<file path="src/rtl/clock_mode_ctrl.sv">
// clock_mode_ctrl: UI mode FSM turning button pulses into registered clock datapath commands.
// Optional inactivity timeout back to display mode is enabled by defining INACTIVITY_TIMEOUT_EN.
module clock_mode_ctrl #(
  parameter int CURSOR_FIELDS = 4,
  parameter int TIMEOUT_TICKS = 30
) (
  input  logic       clk,
  input  logic       rst_n,
  input  logic [5:0] btn_i,
  input  logic       tick_1hz_i,
  output logic [5:0] clock_op_o,
  output logic [1:0] mode_o,
  output logic [1:0] cursor_o,
  output logic       alarm_en_o
);
  typedef enum logic [1:0] {S_DISPLAY = 2'd0, S_SET_TIME = 2'd1, S_SET_ALARM = 2'd2} state_t;
  state_t state, nxt, st_n;
  logic [5:0] pick;
  logic [1:0] cur_n;
  logic al_n, tog, lft, up, acc, set, expire;
  assign set = state != S_DISPLAY;
  assign mode_o = state;
  always_comb begin
    pick = '0;
    for (int i = 0; i < 6; i++) if (btn_i[i]) pick = 6'(1) << i;
    nxt = state;
    cur_n = cursor_o;
    al_n = alarm_en_o;
    tog = 1'b0;
    lft = 1'b0;
    up = 1'b0;
    if (!set) begin
      if (pick[4]) begin nxt = S_SET_TIME; cur_n = '0; end
      if (pick[3]) begin nxt = S_SET_ALARM; cur_n = '0; end
      if (pick[2]) begin al_n = ~alarm_en_o; tog = 1'b1; end
    end else begin
      if (pick[5]) nxt = S_DISPLAY;
      if (pick[4]) begin
        nxt = (state == S_SET_TIME) ? S_DISPLAY : S_SET_TIME;
        cur_n = (state == S_SET_TIME) ? cursor_o : 2'd0;
      end
      if (pick[3]) begin
        nxt = (state == S_SET_ALARM) ? S_DISPLAY : S_SET_ALARM;
        cur_n = (state == S_SET_ALARM) ? cursor_o : 2'd0;
      end
      if (pick[1]) begin
        cur_n = (cursor_o == 2'(CURSOR_FIELDS - 1)) ? 2'd0 : cursor_o + 2'd1;
        lft = 1'b1;
      end
      up = pick[0];
    end
    acc = set ? (|pick[5:3] || |pick[1:0]) : |pick[4:2];
    st_n = expire ? S_DISPLAY : nxt;
  end
`ifdef INACTIVITY_TIMEOUT_EN
  localparam int CW = $clog2(TIMEOUT_TICKS + 1);
  logic [CW-1:0] cnt;
  // A button in the same cycle as expiry wins; the timeout only fires on an idle cycle.
  assign expire = set && !acc && cnt == CW'(TIMEOUT_TICKS);
  always_ff @(posedge clk or negedge rst_n)
    if (!rst_n) cnt <= '0;
    else if (acc || st_n == S_DISPLAY) cnt <= '0;
    else if (tick_1hz_i && cnt != CW'(TIMEOUT_TICKS)) cnt <= cnt + 1'b1;
`else
  logic unused_tick;
  assign unused_tick = tick_1hz_i;
  assign expire = 1'b0;
`endif
  always_ff @(posedge clk or negedge rst_n)
    if (!rst_n) begin
      state <= S_DISPLAY;
      cursor_o <= '0;
      alarm_en_o <= 1'b0;
      clock_op_o <= 6'b100000;
    end else begin
      state <= st_n;
      cursor_o <= cur_n;
      alarm_en_o <= al_n;
      clock_op_o <= {st_n == S_DISPLAY, st_n == S_SET_TIME, st_n == S_SET_ALARM, tog, lft, up};
    end
endmodule
</file>
<file path="config.mk">
export PLATFORM = sky130hd
export DESIGN_NAME = clock_mode_ctrl
export DESIGN_NICKNAME = d
export VERILOG_FILES = /design/src/rtl/clock_mode_ctrl.sv
export SDC_FILE = /design/constraint.sdc
export NUM_CORES = 1
export LEC_CHECK = 0
export CAP_MARGIN = 40
export CORE_MARGIN = 1.5
export CORE_UTILIZATION = 30
export DETAILED_ROUTE_END_ITERATION = 8
export SLEW_MARGIN = 20
export SYNTH_ARGS = -nofsm -noshare
export SYNTH_HDL_FRONTEND = slang
export SYNTH_SLANG_ARGS = --single-unit
</file>
<file path="constraint.sdc">
create_clock -name clk -period 1.7 [get_ports clk]
set_clock_uncertainty 0.15 [all_clocks]
set_input_delay 0.34 -clock clk [delete_from_list [all_inputs] [get_ports clk]]
set_output_delay 0.34 -clock clk [all_outputs]
set_load 0.02 [all_outputs]
</file>
# Word-level counts from Yosys, hierarchy flattened
# Index checks and enable logic that the tools add are counted.
[word_totals]
reg_bits = 11
word_cells = 48
latch_bits = 0
input_bits = 9
mem_bits_ro = 0
ram_bits = 0
memories = 0
out_inout_bits = 11
[op_classes]
add_sub_neg = 1
shift = 0
muxes = 28
div_mod_pow = 0
n_lt_le_gt_ge = 0
mul = 0
n_eq_ne = 7
reduce_logical = 6
bitwise = 2
[op_table]
columns = ["operator", "n"]
rows = [
  ["two-way mux 2 bit", 17],
  ["two-way mux 6 bit", 3],
  ["inequality test 4 bit (second input constant)", 2],
  ["two-way mux 1 bit", 7],
  ["equality test 2 bit (second input constant)", 3],
  ["nonzero test 3 bit", 2],
  ["equality test 2 x 1 -> 1 bit (second input constant)", 2],
  ["AND reduction 4 bit", 1],
  ["two-way mux 3 bit", 1],
  ["adder 2 x 1 -> 2 bit (second input constant)", 1],
  ["zero test 2 bit", 1],
  ["inverter 1 bit", 2],
  ["AND reduction 2 bit", 1],
  ["nonzero test 2 bit", 1],
]

# Longest topological paths before layout
[logic_depth]
ltp_word = 11
ltp_mapped = 4
ltp_nobuf = 4

# Worst setup path before layout
# Ideal clock, no wire load.
[synth_path]
path_type = "register to register"
from = "register state[0], in the netlist mode_o[0]"
to = "register cursor_o[0]"
stages_incl_launch_ff = 4
setup_time_ns = 0.082
n_path_buf = 0
path_slack_ns = 0.286
t_arrival_ns = 1.182
required_time_ns = 1.468
synth_period_minus_slack_ns = 1.414
path_cell_list = "dfrtp_1 -> o21ba_1 -> a211o_1 -> a31oi_1"
[synth_between]
elab_chain_cells = 3
word_cells_on_any_way = 8
cone_classes = "eq/ne (4); mux (1); reduce/logical (3)"
[synth_rtl]
columns = ["element", "line_no", "rtl"]
rows = [
  ["from (decl)", "17", "state_t state, nxt, st_n;"],
  ["from (signal assigned)", "76", "state <= st_n;"],
  ["equality test 2 bit, or another cell as far along", "44", "cur_n = (state == S_SET_ALARM) ? cursor_o : 2'd0;"],
  ["inequality test 4 bit (no source line) or nonzero test 3 bit (tied branches)", "-", ""],
  ["AND reduction 4 bit (no source line)", "-", ""],
  ["to (signal assigned)", "77", "cursor_o <= cur_n;"],
  ["to (decl)", "13", "output logic [1:0] cursor_o,"],
]
# Parallel ways exist; a longest one is shown, timed or not.
# A chain may end at the register's enable or synchronous reset.

# Worst setup path in the final report
[layout_path]
from = "register clock_op_o[4]"
to = "output clock_op_o[4]"
[layout_lines]
columns = ["element", "line_no", "rtl"]
rows = [
  ["from (decl)", "11", "output logic [5:0] clock_op_o,"],
  ["from (signal assigned)", "79", "clock_op_o <= {st_n == S_DISPLAY, st_n == S_SET_TIME, st_n == S_SET_ALARM, tog, lft, up};"],
]
# No word-level cell between the ends.

==> flow_results.org <==
** Run status
- Result of the run :: completed

** Detailed routing
- Count of vias placed by the detailed router :: 440
- Wire length per cell :: 11.4 µm
- Overall routed net length :: 1010 µm
- The highest layer touched by signal routing is met4.
- After detailed routing, the met2 layer carries 462 µm of wire.
- Wire length on met1 :: 485 µm
- The pre-antenna-repair detailed-routing pass consisted of 5 iterations.
- After detailed routing, the number of vias per cell comes to 5.00.
- After the first detailed-routing iteration, the DRC count stood at 8.
- ANT nets after route :: 0
- In the detailed route, the total length drawn on met3 is 42 µm.
- Remaining design rule violation count :: 0

** Synthesis
- The cell area that synthesis handed to floorplanning was 515 µm².
- Synthesis warning total :: 0
- The commonest cells after synthesis are 10 x sky130_fd_sc_hd__dfrtp_1, 4 x sky130_fd_sc_hd__nor2_1, 3 x sky130_fd_sc_hd__inv_1.
- In this run, distinct cell masters in the synthesized netlist total 27.
- By area the synthesized netlist is led by sky130_fd_sc_hd__dfrtp_1 49%, sky130_fd_sc_hd__dfstp_2 5.1%, sky130_fd_sc_hd__nor4_4 4.1%.
- After synthesis, the share of flip-flops with an asynchronous set or reset is 1.00.
- Synthesis produced a netlist whose cell count is 42.
- Total nets after synthesis :: 52
- Count of flip-flops with a built-in enable after synthesis :: 0
- Sequential-to-total area share from yosys stat :: 0.536
- Summed over all instances, the cell type with the most area after synthesis is sky130_fd_sc_hd__dfrtp_1.
- Share of Yosys cell area claimed by the top area cell type :: 0.485
- Synthesized area divided by synthesized cell count :: 12.3 µm²
- In this run, synthesis produced a sequential element count of 11.
- sky130_fd_sc_hd__dfrtp_1 is the most common cell in the netlist.
- The most used flip-flop cell after synthesis is sky130_fd_sc_hd__dfrtp_1.

** Floorplanning
- From left edge to right edge, the die measures 44.5 µm.
- The core region is 1560 µm².
- Initial standard-cell utilization of the core :: 0.331
- Die area :: 1980 µm²
- The floorplan has 14 rows.
- 20 I/O pins were placed.
- Measured along the y axis, the die boundary spans 44.5 µm.

** Worst setup path
- Worst R2R Start :: mode_o[1]
- Kind of capture point of the worst setup path :: primary output
- In this design, the largest share of critical-path delay is due to buffers and inverters.
- Data arrives at the worst endpoint at 1.17 ns.
- FF-to-FF path depth :: 4
- At the worst endpoint, the required time is 1.21 ns.
- The setup check on the worst reg-to-reg path leaves a slack of 0.28 ns.
- The worst setup path is launched from a flop.
- The endpoint identified for the worst register-to-register timing path is cursor_o[1].
- Type of the setup path with the least slack :: reg2out
- The signal on the critical path passes through clkdlybuf4s50_1.
- Counting both buffers and inverters, the worst setup path holds a total of 1.
- Critical path peak fanout :: 1
- On the critical path, the stage with the largest delay is an instance of sky130_fd_sc_hd__clkdlybuf4s50_1.
- Crit path largest cell delay :: 0.59 ns

** Clocking
- TritonCTS built the clock tree.
- In this run the number of H-tree levels came out at 1.
- Worst-skew pair later-pin latency :: 0.26 ns
- CTS placed an instance of sky130_fd_sc_hd__clkbuf_4 at the clock tree root.
- Counting along the longest clock path gives a buffer depth of 2.
- Clock-pin slew was measured on the worst setup and hold paths at about 0.070 ns.
- The number of clock buffers added by TritonCTS is 3.
- Cts-stage hold buffer count :: 0
- Number of sinks driven by the clock tree :: 11

** Global route
- Number of global-route vias before repair :: 424
- After global routing the overflow that remains totals 0.
- For this run, the total global-route usage over all layers was measured as 0.126.
- Entering global routing, the biggest net connects 12 pins.
- Initial antenna violation count :: 0
- The first global-routing pass estimated 1820 µm of wire.

** Job
- The tool flagged a number of max-cap violations equal to 0.

** Finish
- The net count of the finished layout is 83.
- Post-layout instance count excluding filler cells :: slightly below 90
- End-of-flow core utilization :: 0.516
- The area growth from synthesis to layout is 56.1%.
- Of the cells placed in the final design, the portion with a size suffix greater than 1 is 0.236.
- Final antenna diode count :: 0

** Pwr
- The worst-case IR drop observed on VDD is 302 µV.
- Power comes to 671 µW.
- Leakage Power :: about 0.00046 µW
- Power density over the cells :: 835 nW/µm²

** STA
- FMAX :: roughly 600 MHz
- In the finished design, the share of the clock period the worst path needs comes to 0.978.
- Fin Hold WS :: about 0.25 ns
- Setup repair after global routing missed its margin :: false
- Measured against its own limit, the worst slew margin works out to 0.682.
- The count of final max-slew check failures came to 0.
- Number of endpoints failing setup at the final stage :: 0
- The hold violation count in the final report came to 0.
- At the pin with the least slew margin, the transition time is 0.476 ns.
- After layout, the minimum clock period comes to between 1.5 and 2 ns.
- Setup_tns :: 0 ns

** Place
- Final RePlAce weighted congestion :: 0.763
- Count of placed standard cells including taps :: 84
- Buffers placed on the I/O ports in this run total 18.
- Detailed placer's ending HPWL :: 771 µm

** Min path
- The worst hold path belongs to the class in2async.
kinds of logic after synthesis:
logic type / Yosys count / share of synthesized area
xor+xnor: 1 / 0.0316
simple gates: 16 / 0.235
buf+inv: 3 / 0.0218
fa+ha+maj: 1 / 0.0243
compound gates: 10 / 0.151
flops: 11 / 0.536
metrics by stage:
stage / area (µm²) / setup slack (ns)
floorplan: 515 / 0.286
global placement: 776 / -0.100
detailed placement: 776 / -0.117
CTS: 795 / 0.0167
global route: 805 / 0.0140
finish: 805 / 0.0375
report_power, final:
group / total, µW / switching, µW / internal [µW]
clock network: 176 / 85.5 / 90.6
logic: 180 / 91.7 / 88.4
registers: 315 / 23.0 / 292
total: 671 / 200 / 471
final cells by class:
cell class                      instances  area [µm²]
Inverter                                3        11.3
Timing Repair Buffer                   26         243
Multi-Input combinational cell         28         228
Clock buffer                            4        26.3
Fill cell                             150         754
Sequential cell                        11         277
Tap cell                               16        20.0
worst max-delay path by stage:
stage / cells after the start / end / from
global placement: 4 / cursor_o[1] / btn_i[4]
global route: 1 / clock_op_o[4] / clock_op_o[4]
detailed placement: 4 / cursor_o[0] / btn_i[4]
finish: 1 / clock_op_o[4] / clock_op_o[4]
CTS: 1 / clock_op_o[3] / clock_op_o[3]
floorplan: 3 / cursor_o[0] / mode_o[0]
per-layer routing:
metal  global-route usage  vias to the layer above
met5                    0                        -
met4               0.0909                        0
met3               0.0122                        2
met2                0.182                       13
met1                0.175                      207
li1                     -                      218
placed cells by master, fill, tap and decap left out, types with 2 or more instances in the layout:
| cell | synthesis | routed |
|---|---|---|
| sky130_fd_sc_hd__nor2_1 | 4 | 4 |
| sky130_fd_sc_hd__buf_4 | 0 | 8 |
| sky130_fd_sc_hd__dlymetal6s2s_1 | 0 | 4 |
| sky130_fd_sc_hd__clkdlybuf4s50_1 | 0 | 8 |
| sky130_fd_sc_hd__dfrtp_1 | 10 | 10 |
| sky130_fd_sc_hd__inv_1 | 3 | 3 |
| sky130_fd_sc_hd__clkbuf_4 | 0 | 3 |
| sky130_fd_sc_hd__nor3_1 | 2 | 2 |
| sky130_fd_sc_hd__dlygate4sd2_1 | 0 | 6 |
repair_timing:
action	4_1_cts	5_1_grt
hold endpoints to repair	0	0
buffers inserted	0	0
endpoints found under the setup margin	6	4
resized for setup	6	4
registers in the layout (all words and copies together), names as in the netlist:
name / cells
alarm_en_o: 1
clock_op_o: 6
cursor_o: 2
mode_o: 2
Power figures use the tool's default switching activity.
